File: src/rtl/jk_excite_counter.sv
// jk_excite_counter: up/down/load counter built from JK flip-flops, exporting J/K excitation.
// Define JK_DONTCARE_EN for minimal don't-care excitation (j = nx, k = ~nx); default is strict.
module jk_excite_counter #(
   parameter int W = 4
) (
   input  logic         c,
   input  logic         nrst,
   input  logic         en,
   input  logic         up,
   input  logic         ld,
   input  logic [W-1:0] d,
   output logic [W-1:0] q,
   output logic [W-1:0] j,
   output logic [W-1:0] k,
   output logic         tc,
   output logic [7:0]   wraps
);
   logic [W-1:0] nx;
   always_comb begin
      nx = ld ? d : en ? (up ? q + W'(1) : q - W'(1)) : q;
   end
`ifdef JK_DONTCARE_EN
   assign j = nx;
   assign k = ~nx;
`else
   assign j = nx & ~q;
   assign k = ~nx & q;
`endif
   assign tc = ~ld & en & (up ? &q : ~|q);
   // State advances only through the JK characteristic equation.
   always_ff @(posedge c or negedge nrst) begin
      if (!nrst) begin
         q     <= '0;
         wraps <= '0;
      end else begin
         q <= (j & ~q) | (~k & q);
         if (tc && wraps != 8'hFF) wraps <= wraps + 8'd1;
      end
   end
endmodule

File: config.mk
export PLATFORM = sky130hd
export DESIGN_NAME = jk_excite_counter
export DESIGN_NICKNAME = d
export VERILOG_FILES = /design/src/rtl/jk_excite_counter.sv
export SDC_FILE = /design/constraint.sdc
export NUM_CORES = 1
export LEC_CHECK = 0
export CAP_MARGIN = 0
export CELL_PAD_IN_SITES_DETAIL_PLACEMENT = 1
export CELL_PAD_IN_SITES_GLOBAL_PLACEMENT = 2
export CORE_UTILIZATION = 25
export DETAILED_ROUTE_END_ITERATION = 10
export HOLD_SLACK_MARGIN = 0.02
export PLACE_DENSITY = 0.76
export SLEW_MARGIN = 20
export SYNTH_ARGS = -nofsm -noshare
export SYNTH_HDL_FRONTEND = slang
export SYNTH_SLANG_ARGS = --single-unit
File: constraint.sdc
create_clock -name c -period 2.6 [get_ports c]
set_input_delay 0.52 -clock c [delete_from_list [all_inputs] [get_ports c]]
set_output_delay 0.52 -clock c [all_outputs]
set_load 0.01 [all_outputs]
==> impl_metrics.prom <==
# TYPE chip_impl_metric gauge
chip_impl_info{name="synth_top_area_cell",value="sky130_fd_sc_hd__dfrtp_1"} 1
chip_impl_metric{name="clock.fmax",unit="GHz"} 0.395
chip_impl_metric{name="floorplan.initialDensity",unit="%"} 26.4
chip_impl_metric{name="time_the_final_worst_path_needs_with_i_o_delays_and_setup",unit="ns"} 2.53
chip_impl_metric{name="first_iter_violations",unit=""} 18
chip_impl_metric{name="post-place-cells",unit=""} 168
chip_impl_metric{name="reg2reg_slack",unit="ns"} 0.31
chip_impl_metric{name="grtUsageTotal",unit="%"} 15.0
chip_impl_metric{name="buffer_ports.inserted",unit=""} 29
chip_impl_metric{name="ioPinCount",unit=""} 30
chip_impl_info{name="synthMostInstantiatedCell",value="sky130_fd_sc_hd__dfrtp_1"} 1
chip_impl_metric{name="gpl.final_weighted_congestion",unit=""} 0.735
chip_impl_metric{name="globalRoute.totalOverflow",unit=""} 0
chip_impl_metric{name="ys_warn_count",unit=""} 0
chip_impl_metric{name="critPathRequiredTime",unit="ns"} 2.08
chip_impl_metric{name="yosys_register_bits",unit=""} 12
chip_impl_metric{name="clock_latency_at_the_later_pin_of_the_worst_skew_pair",unit="ns"} 0.28
chip_impl_metric{name="leakage",unit="nW"} 0.634
chip_impl_metric{name="chipWidth",unit="µm"} 59.0
chip_impl_metric{name="holdWs",unit="ns"} 0.514
chip_impl_info{name="worstReg2RegEnd",value="wraps[6]"} 1
chip_impl_metric{name="die_h",unit="µm"} 59.0
chip_impl_metric{name="route.detailed.vias_per_inst",unit=""} 4.59
chip_impl_metric{name="worst-endpoint-arrival",unit="ns"} 2.01
chip_impl_metric{name="routedWlPerCell",unit="µm"} 13.6
chip_impl_metric{name="stdcell_area",unit="mm²"} 0.00136
chip_impl_info{name="startpoint_type",value="input pin"} 1
chip_impl_info{name="hp-class",value="reg -> reg"} 1
chip_impl_metric{name="tightest_slew",unit="ns"} 0.544
chip_impl_metric{name="max-clock-path-buffers",unit=""} 2
chip_impl_metric{name="async_flop_share",unit="%"} 100
chip_impl_metric{name="synthesized_area",unit="µm²"} 813
chip_impl_metric{name="grt_first_pass_wirelength",unit="mm"} 3.87
chip_impl_info{name="ys.flop_type",value="sky130_fd_sc_hd__dfrtp_1"} 1
chip_impl_metric{name="full_die_area",unit="mm²"} 0.00349
chip_impl_metric{name="finalHoldViolCount",unit=""} 0
chip_impl_metric{name="fin_nets",unit=""} 148
chip_impl_metric{name="total_power",unit="µW"} 735
chip_impl_metric{name="clock_slew_at_reported_path_ffs",unit="ns"} 0.07
chip_impl_info{name="status",value="completed"} 1
chip_impl_metric{name="maxSlewViolCount",unit=""} 0
chip_impl_metric{name="detailroute.via_count",unit=""} 817
chip_impl_metric{name="grt_antenna_before_repair",unit=""} 0
chip_impl_info{name="hold_start",value="wraps[7]"} 1
chip_impl_metric{name="cap_violations",unit=""} 0
chip_impl_metric{name="final-instance-count-excl-fill",unit=""} 178
chip_impl_metric{name="swShare",unit="%"} 33.6
chip_impl_metric{name="vias_in_the_first_global_route",unit=""} 856
chip_impl_info{name="ctsRootBufferMaster",value="sky130_fd_sc_hd__clkbuf_4"} 1
chip_impl_metric{name="worstPathMaxFanout",unit=""} 8
chip_impl_metric{name="final.setup.tns",unit="ns"} 0
chip_impl_metric{name="peakVddDrop",unit="mV"} 0.273
chip_impl_metric{name="finalCoreUtilization",unit="%"} 44.0
chip_impl_info{name="startpoint",value="ld"} 1
chip_impl_metric{name="postCtsHoldBufs",unit=""} 0
chip_impl_metric{name="p_seq_share",unit="%"} 34.8
chip_impl_info{name="critical_path.endpoint_type",value="output pin"} 1
chip_impl_metric{name="post_synthesis_mean_instance_area",unit="µm²"} 9.68
chip_impl_metric{name="ratio_of_final_minimum_period_to_clock_period",unit="%"} 97.4
chip_impl_metric{name="core_region_area",unit="mm²"} 0.00308
chip_impl_metric{name="pwr-share-comb",unit="%"} 44.7
chip_impl_metric{name="cts.sink_count",unit=""} 12
chip_impl_metric{name="number_of_nets_produced_by_synthesis",unit=""} 97
chip_impl_metric{name="power.internal",unit="µW"} 489
chip_impl_info{name="yosys-top-cells-area",value="sky130_fd_sc_hd__dfrtp_1 37%, sky130_fd_sc_hd__xor2_1 6.5%, sky130_fd_sc_hd__ha_1 4.6%, sky130_fd_sc_hd__inv_1 3.7%, sky130_fd_sc_hd__xnor2_1 3.2%"} 1
chip_impl_info{name="synth_commonest_cells",value="12 x sky130_fd_sc_hd__dfrtp_1, 8 x sky130_fd_sc_hd__inv_1, 6 x sky130_fd_sc_hd__nor2_1, 6 x sky130_fd_sc_hd__xor2_1"} 1
chip_impl_metric{name="synth_seq_area_share",unit="%"} 36.9
chip_impl_metric{name="final.setup_skew",unit="ns"} 0.00668
chip_impl_metric{name="setup_viol",unit=""} 0
chip_impl_metric{name="placement_rows",unit=""} 20
chip_impl_metric{name="detail_route.wirelength",unit="mm"} 2.41
chip_impl_metric{name="grt_start_max_net_pins",unit=""} 15
chip_impl_metric{name="power.net_switching",unit="µW"} 247
chip_impl_metric{name="post_synth_top_area_share",unit="%"} 36.9
chip_impl_metric{name="detailedPlacementHpwl",unit="mm"} 1.75
chip_impl_metric{name="areaGrowthSynthToFinish",unit="%"} 66.6
chip_impl_metric{name="first_pass_iters",unit=""} 2
chip_impl_metric{name="n_antenna_cell",unit=""} 0
chip_impl_metric{name="detailedPlace.worstSlack",unit="ns"} -0.726
chip_impl_metric{name="p_per_area",unit="mW/mm²"} 543
chip_impl_metric{name="clk_network_pwr_share",unit="%"} 20.5
chip_impl_metric{name="tritoncts.num_buffers",unit=""} 3
chip_impl_metric{name="ant_nets",unit=""} 0
chip_impl_info{name="path_class",value="in -> out"} 1
chip_impl_metric{name="number_of_enable_type_register_cells_in_the_synthesized_netlist",unit=""} 0
chip_impl_metric{name="final.setup.worst_slack",unit="ns"} 0.0666
chip_impl_info{name="tritoncts",value="yes"} 1
chip_impl_metric{name="number_of_different_library_cells_in_the_post_synthesis_netlist",unit=""} 35
chip_impl_metric{name="worstRegToRegCells",unit=""} 7
chip_impl_metric{name="placedInstanceArea",unit="mm²"} 0.00125
chip_impl_metric{name="relSlewSlack",unit="%"} 63.6
chip_impl_metric{name="h_tree_lvl_count",unit=""} 1
chip_impl_metric{name="drc",unit=""} 0
chip_impl_info{name="crit_path_end",value="k[0]"} 1
chip_impl_metric{name="layout-drive-gt1-share",unit="%"} 30.6
chip_impl_info{name="rr_startpoint",value="q[1]"} 1
chip_impl_metric{name="post_syn_instances",unit=""} 84
## metal layers
layer / vias up / part of all wire [%] / track usage [%]
met2: 24 / 52 / 25.8
li1: 395 / - / -
met4: 0 / 1.5 / 6.80
met1: 393 / 43 / 18.5
met5: - / 0 / 0
met3: 5 / 3.2 / 2.18
## worst max-delay path, cell delays in order
cell and delay [ns]:
sky130_fd_sc_hd__clkdlybuf4s50_1 0.50, sky130_fd_sc_hd__buf_6 0.14, sky130_fd_sc_hd__nor2_1 0.06, sky130_fd_sc_hd__a21oi_2 0.13, sky130_fd_sc_hd__and2_1 0.14, sky130_fd_sc_hd__clkdlybuf4s50_1 0.52
## layout by cell type (no fill, tap or decap), types with 2 or more instances in the layout
| cell | instances |
|---|---|
| sky130_fd_sc_hd__buf_6 | 2 |
| sky130_fd_sc_hd__nand3b_1 | 2 |
| sky130_fd_sc_hd__and2_1 | 3 |
| sky130_fd_sc_hd__o21ai_0 | 2 |
| sky130_fd_sc_hd__clkdlybuf4s50_1 | 19 |
| sky130_fd_sc_hd__nor4_1 | 2 |
| sky130_fd_sc_hd__buf_4 | 17 |
| sky130_fd_sc_hd__inv_1 | 8 |
| sky130_fd_sc_hd__xnor2_1 | 3 |
| sky130_fd_sc_hd__clkbuf_4 | 3 |
| sky130_fd_sc_hd__dfrtp_1 | 12 |
| sky130_fd_sc_hd__nand4_1 | 2 |
| sky130_fd_sc_hd__xor2_1 | 6 |
| sky130_fd_sc_hd__ha_1 | 2 |
| sky130_fd_sc_hd__a21oi_2 | 3 |
| sky130_fd_sc_hd__nand2_1 | 3 |
| sky130_fd_sc_hd__nor3_1 | 4 |
| sky130_fd_sc_hd__dlygate4sd2_1 | 4 |
| sky130_fd_sc_hd__nand3_1 | 3 |
| sky130_fd_sc_hd__nor2_1 | 6 |
| sky130_fd_sc_hd__mux2_1 | 2 |
| sky130_fd_sc_hd__clkbuf_2 | 2 |
## sequential cells by signal (all words and copies together) (netlist names)
name and cells:
wraps 8, q 4
## power by group through the flow
stage	registers (mW)	clock network [mW]	logic [mW]
after floorplan	0.272	0	0.117
after global placement	0.256	0	0.305
after detailed placement	0.258	0	0.313
after CTS	0.257	0.156	0.326
after global routing	0.264	0.168	0.361
final	0.256	0.151	0.328
## kinds of logic (layout without fill, tap and decap cells)
logic type      count (synthesis)  after routing  synth area share [%]
fa+ha+maj                       4              4                  7.08
xor+xnor                        9              9                  9.69
flops                          12             12                  36.9
buf+inv                        10             60                  4.77
mux                             4              4                  5.38
compound gates                 11             11                  9.69
simple gates                   34             34                  26.5
## area by class of cell
cell class	instances	area, µm²
Clock buffer	4	36.3
Sequential cell	12	300
Timing Repair Buffer	48	422
Tap cell	44	55.1
Fill cell	359	1720
Multi-Input combinational cell	62	512
Inverter	8	30.0
## timing repair
action / in CTS / in global routing
pin swaps: 1 / 0
hold endpoints to repair: 0 / 0
setup buffers: 2 / 4
endpoints found under the setup margin: 9 / 6
resized for setup: 23 / 7
## worst min path at each step
stage | to | slack [ns] | depth (start not counted)
2_1_floorplan | q[0] | 0.22 | 0
3_3_place_gp | wraps[4] | 0.49 | 1
3_5_place_dp | wraps[4] | 0.50 | 1
4_1_cts | wraps[4] | 0.52 | 1
5_1_grt | wraps[4] | 0.56 | 1
6_report | wraps[7] | 0.51 | 1
Note: power is estimated with default switching activity, not from simulation.
